[src/rtl/vga_scan_ctrl.sv]
// vga_scan_ctrl: VGA raster master / timing generator.
// Divides clk into a pixel tick, scans the full H_TOTAL x V_TOTAL raster,
// drives (o_x, o_y) to the pixel source and registers the returned colour
// together with hsync/vsync/de one pixel tick later, so all video outputs
// stay mutually aligned.
module vga_scan_ctrl #(
  parameter int CLK_DIV  = 4,
  parameter int H_ACTIVE = 640,
  parameter int H_FP     = 16,
  parameter int H_SYNC   = 96,
  parameter int H_BP     = 48,
  parameter int V_ACTIVE = 480,
  parameter int V_FP     = 10,
  parameter int V_SYNC   = 2,
  parameter int V_BP     = 33,
  parameter int SYNC_POL = 0
) (
  input  logic        clk,
  input  logic        rst_n,
  output logic [15:0] o_x,
  output logic [15:0] o_y,
  input  logic [7:0]  i_red,
  input  logic [7:0]  i_green,
  input  logic [7:0]  i_blue,
  output logic [3:0]  o_vga_r,
  output logic [3:0]  o_vga_g,
  output logic [3:0]  o_vga_b,
  output logic        o_hs,
  output logic        o_vs,
  output logic        o_de,
  output logic        o_frame_start
);

  localparam int H_TOTAL = H_ACTIVE + H_FP + H_SYNC + H_BP;
  localparam int V_TOTAL = V_ACTIVE + V_FP + V_SYNC + V_BP;

  localparam logic [3:0]  DIV_LAST = 4'(CLK_DIV - 1);
  localparam logic [15:0] H_LAST   = 16'(H_TOTAL - 1);
  localparam logic [15:0] V_LAST   = 16'(V_TOTAL - 1);
  localparam logic [15:0] H_ACT    = 16'(H_ACTIVE);
  localparam logic [15:0] V_ACT    = 16'(V_ACTIVE);
  localparam logic [15:0] HS_BEG   = 16'(H_ACTIVE + H_FP);
  localparam logic [15:0] HS_END   = 16'(H_ACTIVE + H_FP + H_SYNC);
  localparam logic [15:0] VS_BEG   = 16'(V_ACTIVE + V_FP);
  localparam logic [15:0] VS_END   = 16'(V_ACTIVE + V_FP + V_SYNC);
  localparam logic        SYNC_ON  = (SYNC_POL != 0);
  localparam logic        SYNC_OFF = (SYNC_POL == 0);

  logic [3:0]  div_q, div_d;
  logic [15:0] h_cnt_q, h_cnt_d;
  logic [15:0] v_cnt_q, v_cnt_d;
  logic [3:0]  r_q, r_d, g_q, g_d, b_q, b_d;
  logic        de_q, de_d;
  logic        hs_q, hs_d;
  logic        vs_q, vs_d;
  logic        fs_q, fs_d;

  logic tick;
  logic h_wrap;
  logic v_last;
  logic de_cur;
  logic hs_cur;
  logic vs_cur;

  // Only the top nibble of each colour reaches the 4-bit DAC.
  logic unused_colour_lsbs;
  assign unused_colour_lsbs = ^{i_red[3:0], i_green[3:0], i_blue[3:0]};

  // Pixel-tick divider: free-running 0..CLK_DIV-1, tick on the last count.
  always_comb begin
    tick  = (div_q == DIV_LAST);
    div_d = tick ? 4'd0 : div_q + 4'd1;
  end

  // Raster counters: h advances every tick, v advances on each h wrap.
  always_comb begin
    h_wrap  = (h_cnt_q == H_LAST);
    v_last  = (v_cnt_q == V_LAST);
    h_cnt_d = h_cnt_q;
    v_cnt_d = v_cnt_q;
    if (tick) begin
      h_cnt_d = h_wrap ? 16'd0 : h_cnt_q + 16'd1;
      if (h_wrap) begin
        v_cnt_d = v_last ? 16'd0 : v_cnt_q + 16'd1;
      end
    end
  end

  // Output stage: decode the pixel being presented now and capture it with
  // the source colour on the tick, so every video output lags by one pixel.
  always_comb begin
    de_cur = (h_cnt_q < H_ACT) && (v_cnt_q < V_ACT);
    hs_cur = (h_cnt_q >= HS_BEG) && (h_cnt_q < HS_END);
    vs_cur = (v_cnt_q >= VS_BEG) && (v_cnt_q < VS_END);
    r_d    = r_q;
    g_d    = g_q;
    b_d    = b_q;
    de_d   = de_q;
    hs_d   = hs_q;
    vs_d   = vs_q;
    if (tick) begin
      de_d = de_cur;
      r_d  = de_cur ? i_red[7:4]   : 4'h0;
      g_d  = de_cur ? i_green[7:4] : 4'h0;
      b_d  = de_cur ? i_blue[7:4]  : 4'h0;
      hs_d = hs_cur ? SYNC_ON : SYNC_OFF;
      vs_d = vs_cur ? SYNC_ON : SYNC_OFF;
    end
    // Pulses only on a real wrap, so the (0,0) left by reset never fires it.
    fs_d = tick && h_wrap && v_last;
  end

  // State registers with asynchronous active-low clear.
  always_ff @(posedge clk or negedge rst_n) begin
    if (!rst_n) begin
      div_q   <= 4'd0;
      h_cnt_q <= 16'd0;
      v_cnt_q <= 16'd0;
      r_q     <= 4'h0;
      g_q     <= 4'h0;
      b_q     <= 4'h0;
      de_q    <= 1'b0;
      hs_q    <= SYNC_OFF;
      vs_q    <= SYNC_OFF;
      fs_q    <= 1'b0;
    end else begin
      div_q   <= div_d;
      h_cnt_q <= h_cnt_d;
      v_cnt_q <= v_cnt_d;
      r_q     <= r_d;
      g_q     <= g_d;
      b_q     <= b_d;
      de_q    <= de_d;
      hs_q    <= hs_d;
      vs_q    <= vs_d;
      fs_q    <= fs_d;
    end
  end

  assign o_x           = h_cnt_q;
  assign o_y           = v_cnt_q;
  assign o_vga_r       = r_q;
  assign o_vga_g       = g_q;
  assign o_vga_b       = b_q;
  assign o_de          = de_q;
  assign o_hs          = hs_q;
  assign o_vs          = vs_q;
  assign o_frame_start = fs_q;

endmodule

[config.mk]
export PLATFORM = sky130hd
export DESIGN_NAME = vga_scan_ctrl
export DESIGN_NICKNAME = d
export VERILOG_FILES = /design/src/rtl/vga_scan_ctrl.sv
export SDC_FILE = /design/constraint.sdc
export NUM_CORES = 1
export LEC_CHECK = 0
export BUFFER_PORTS_ARGS = -buffer_cell sky130_fd_sc_hd__buf_2
export CAP_MARGIN = 10
export CORE_ASPECT_RATIO = 1.25
export CORE_MARGIN = 1
export CORE_UTILIZATION = 51
export DETAILED_ROUTE_END_ITERATION = 6
export HOLD_SLACK_MARGIN = 0.03
export PLACE_DENSITY = 0.79
export SYNTH_ARGS = -nofsm -noshare
export SYNTH_HDL_FRONTEND = slang
export SYNTH_SLANG_ARGS = --single-unit
[constraint.sdc]
create_clock -name clk -period 2.75 [get_ports clk]
set_clock_uncertainty 0.1 [all_clocks]
set_input_delay 0.275 -clock clk [delete_from_list [all_inputs] [get_ports clk]]
set_output_delay 0.275 -clock clk [all_outputs]
set_load 0.005 [all_outputs]
==> key figures <==
Status
  – Status: completed

Pwr
  – Internal Power: 0.00106 W
  – Sw power: roughly 0.00027 W
  – Comb power frac: 0.034
  – Worst vdd rail ir drop: roughly 0.28 mV
  – Pleak: ~1.5 nW
  – Sw Ratio: 0.204
  – Clk network pwr share: 0.385
  – PwrDens: roughly 440 nW/um^2
  – Sequential Power Share: 0.581

Synthesis
  – Net count after synthesis: around 260
  – Synth Area in Compound Gates: 0.101
  – Asr flop ratio synth: 1.00
  – Post-Synth Adder-Cell Area: 0.0249
  – Syn_area_per_cell: ~11 um^2
  – Mapped Area: roughly 2500 um^2
  – Mux cell area share after synthesis: 0
  – Ys flop type: dfrtp_1
  – Commonest cells post-synth: dfrtp_1, nor2_1, nand2_1, nand3_1, xor2_1
  – Seq/Total Area, Yosys: 0.519
  – Synth area leader: dfrtp_1
  – Share of the synthesized area in the top cell type: 0.498
  – Main combinational cell family by area after synthesis: simple AND/OR/NAND/NOR gates
  – Cells after synthesis: 226
  – Synth cell types: 43
  – Flop and latch count out of synthesis: between 50 and 60
  – Synth top area cells: dfrtp_1, xor2_1, a22o_1
  – Synth warn: 0
  – Post-synth EDFFs: 0
  – Xor/xnor share of the synthesized area: 0.0836
  – Most common cell in the netlist: dfrtp_1
  – Post-Synth Simple-Gate Area: 0.235

Clocking
  – Clk slew on worst S/H paths: 0.09 ns
  – Htree depth: 2
  – Root Buffer: clkbuf_8
  – Clk sinks: 52
  – CTS tree: done
  – Worst-Skew Late Latency: around 0.3 ns
  – Worst-case clock buffer depth: 2
  – Number of buffers created by CTS: 5

Setup path
  – Critical path peak fanout: 11
  – R2R setup slack: around 0.39 ns
  – CP Class: register to register
  – Crit. End Element: register
  – Worst EP required: 2.87 ns
  – Startpoint types: register
  – CP arrival: ~2.5 ns

STA
  – Final worst slack: about 0.39 ns
  – Slew headroom: 0.617
  – Fin. Hold Viols: 0
  – Setup TNS: 0 ns
  – Max Freq: 423 MHz
  – Final setup viols: 0
  – Worst Tran Pin Value: between 0.5 and 0.6 ns
  – Slew Viols, Final: 0
  – Unrepaired setup endpoints after global routing: false
  – Final worst path period need: approximately 2.4 ns
  – Tcrit/Tclk final: 0.859

Run
  – Total of max-cap violations: 0

Die
  – Chip Width: roughly 65 um
  – Die area: 5220 um^2
  – Row count: 28
  – Core Region: 4730 um^2
  – Starting density of the core: 0.531
  – Die Ht: ~80 um
  – Ports: 74

Final layout
  – Synth-to-Final Area Change: 20.0%
  – Storage cell area: approximately 1300 um^2
  – Footprint of the multi-input gates: approximately 1100 um^2
  – Fillers: between 400 and 500
  – Ant diodes: 0
  – # nets final: 325
  – Share of cells above drive strength 1: 0.315
  – Post-layout util: 0.638

Routing
  – Wire per inst: 15.1 um
  – DR DRC count: 0
  – Initial DRC count: about 120
  – Total iterations of the first detailed-routing run: 4
  – Via count: between 1500 and 2000
  – Final WL: 5370 um
  – Via density: around 5.6
  – Final antenna-violating net count: 0

Placement
  – GPL Wtd Cong: roughly 0.84
  – I/O Buffers: between 60 and 70
  – Dpl hpwl: approximately 4000 um
  – Pre-CTS setup slack: 0.409 ns

Global route
  – Grt total ovfl: 0
  – Vias in the first global route: 1854
  – Met1 usage: 0.282
  – First-pass GRT wire length: around 8900 um
  – Met3 global-route usage: 0.0426
  – Top Usage Layer GRT: met2
  – Total track usage: 0.226
  – Met2 Use GR: 0.382
  – Initial antenna violation count: 0
  – Pin count of the biggest net entering global routing: 26

Min path
  – Hold WC Path Type: input port to register
## power by group through the flow
stage          clock (W)  sequential, W  combinational (W)
2_1_floorplan          0       0.000794         0.00000801
3_3_place_gp           0       0.000792          0.0000447
3_5_place_dp           0       0.000793          0.0000458
4_1_cts         0.000525       0.000778          0.0000469
5_1_grt         0.000552       0.000779          0.0000522
6_report        0.000515       0.000778          0.0000452
## flip-flops by register name (all words and copies together) (netlist names)
register / flops
o_vs: 1
div_q: 4
o_vga_g: 4
o_vga_r: 4
o_x: 16
o_hs: 1
o_y: 16
o_de: 1
o_frame_start: 1
o_vga_b: 4
## cell type report
| cell class | count | area share |
|---|---|---|
| tap | 60 | 0.0249 |
| clock buffer | 6 | 0.0241 |
| multi-input combinational | 154 | 0.370 |
| inverter | 12 | 0.0149 |
| clock inverter | 2 | 0.0116 |
| sequential | 52 | 0.432 |
| timing repair buffer | 69 | 0.122 |
## logic make-up after synthesis
logic type | Yosys count
XOR/XNOR | 24
flip-flops | 52
buffers and inverters | 20
adder cells (fa/ha/maj) | 5
AO/OA/AOI/OAI | 35
AND/OR/NAND/NOR | 90
## routing by layer
layer,wire (um),share of wire
met1,2250,0.42
met2,2790,0.52
met3,237,0.044
met4,91,0.017
met5,0,0
## worst max-delay path: stages (launching register included)
cell and delay (ns):
dfrtp_1 0.39, ha_1 0.20, or3b_1 0.50, or2_1 0.42
or3b_1 0.51, o22ai_1 0.17
## per-stage QoR
| stage | power, W | area, um^2 | instances | hold slack, ns |
|---|---|---|---|---|
| 2_1_floorplan | 0.000802 | 2510 | 226 | -0.121 |
| 3_3_place_gp | 0.000837 | 2900 | 346 | 0.202 |
| 3_5_place_dp | 0.000839 | 2900 | 346 | 0.205 |
| 4_1_cts | 0.00135 | 3020 | 355 | 0.0763 |
| 5_1_grt | 0.00138 | 3020 | 355 | 0.0768 |
| 6_report | 0.00134 | 3020 | 355 | 0.0822 |
## path summary, 6_finish.rpt
kind                       depth (start not counted)       from       endpoint
min in group asynchronous                          2      rst_n  o_frame_start
max in group asynchronous                          3      rst_n           o_hs
min reg2reg                                        1   div_q[0]       div_q[0]
max reg2reg                                        5   div_q[0]         o_y[9]
min                                                2  i_blue[5]     o_vga_b[1]
max                                                5   div_q[0]         o_y[9]
## cell usage in the layout (no fill, tap or decap), types with 2 or more instances in the layout
cell / instances
o21ai_1: 2
or3b_1: 2
nand4_1: 6
a211oi_1: 3
clkbuf_8: 5
a22o_1: 12
inv_1: 12
nor3b_1: 2
nor2_1: 15
nor3_1: 3
dfstp_2: 2
and4_1: 3
or3_1: 2
or4b_4: 2
buf_2: 61
ha_1: 5
buf_4: 7
nor4_1: 4
o211ai_1: 2
a41oi_1: 2
o22ai_1: 3
o21ai_0: 7
nand3_1: 13
nor3_2: 9
nor4_4: 2
xnor2_1: 11
dfrtp_1: 50
and3_1: 2
nand2_1: 13
xor2_1: 13
and4b_1: 2
nand2b_1: 3
## what timing repair did
| item | 4_1_cts | 5_1_grt |
|---|---|---|
| setup buffers | 0 | 0 |
| hold buffers | 1 | 0 |
| resized for setup | 0 | 0 |
| endpoints found under the hold margin | 22 | 0 |
Power figures use the tool's default switching activity.
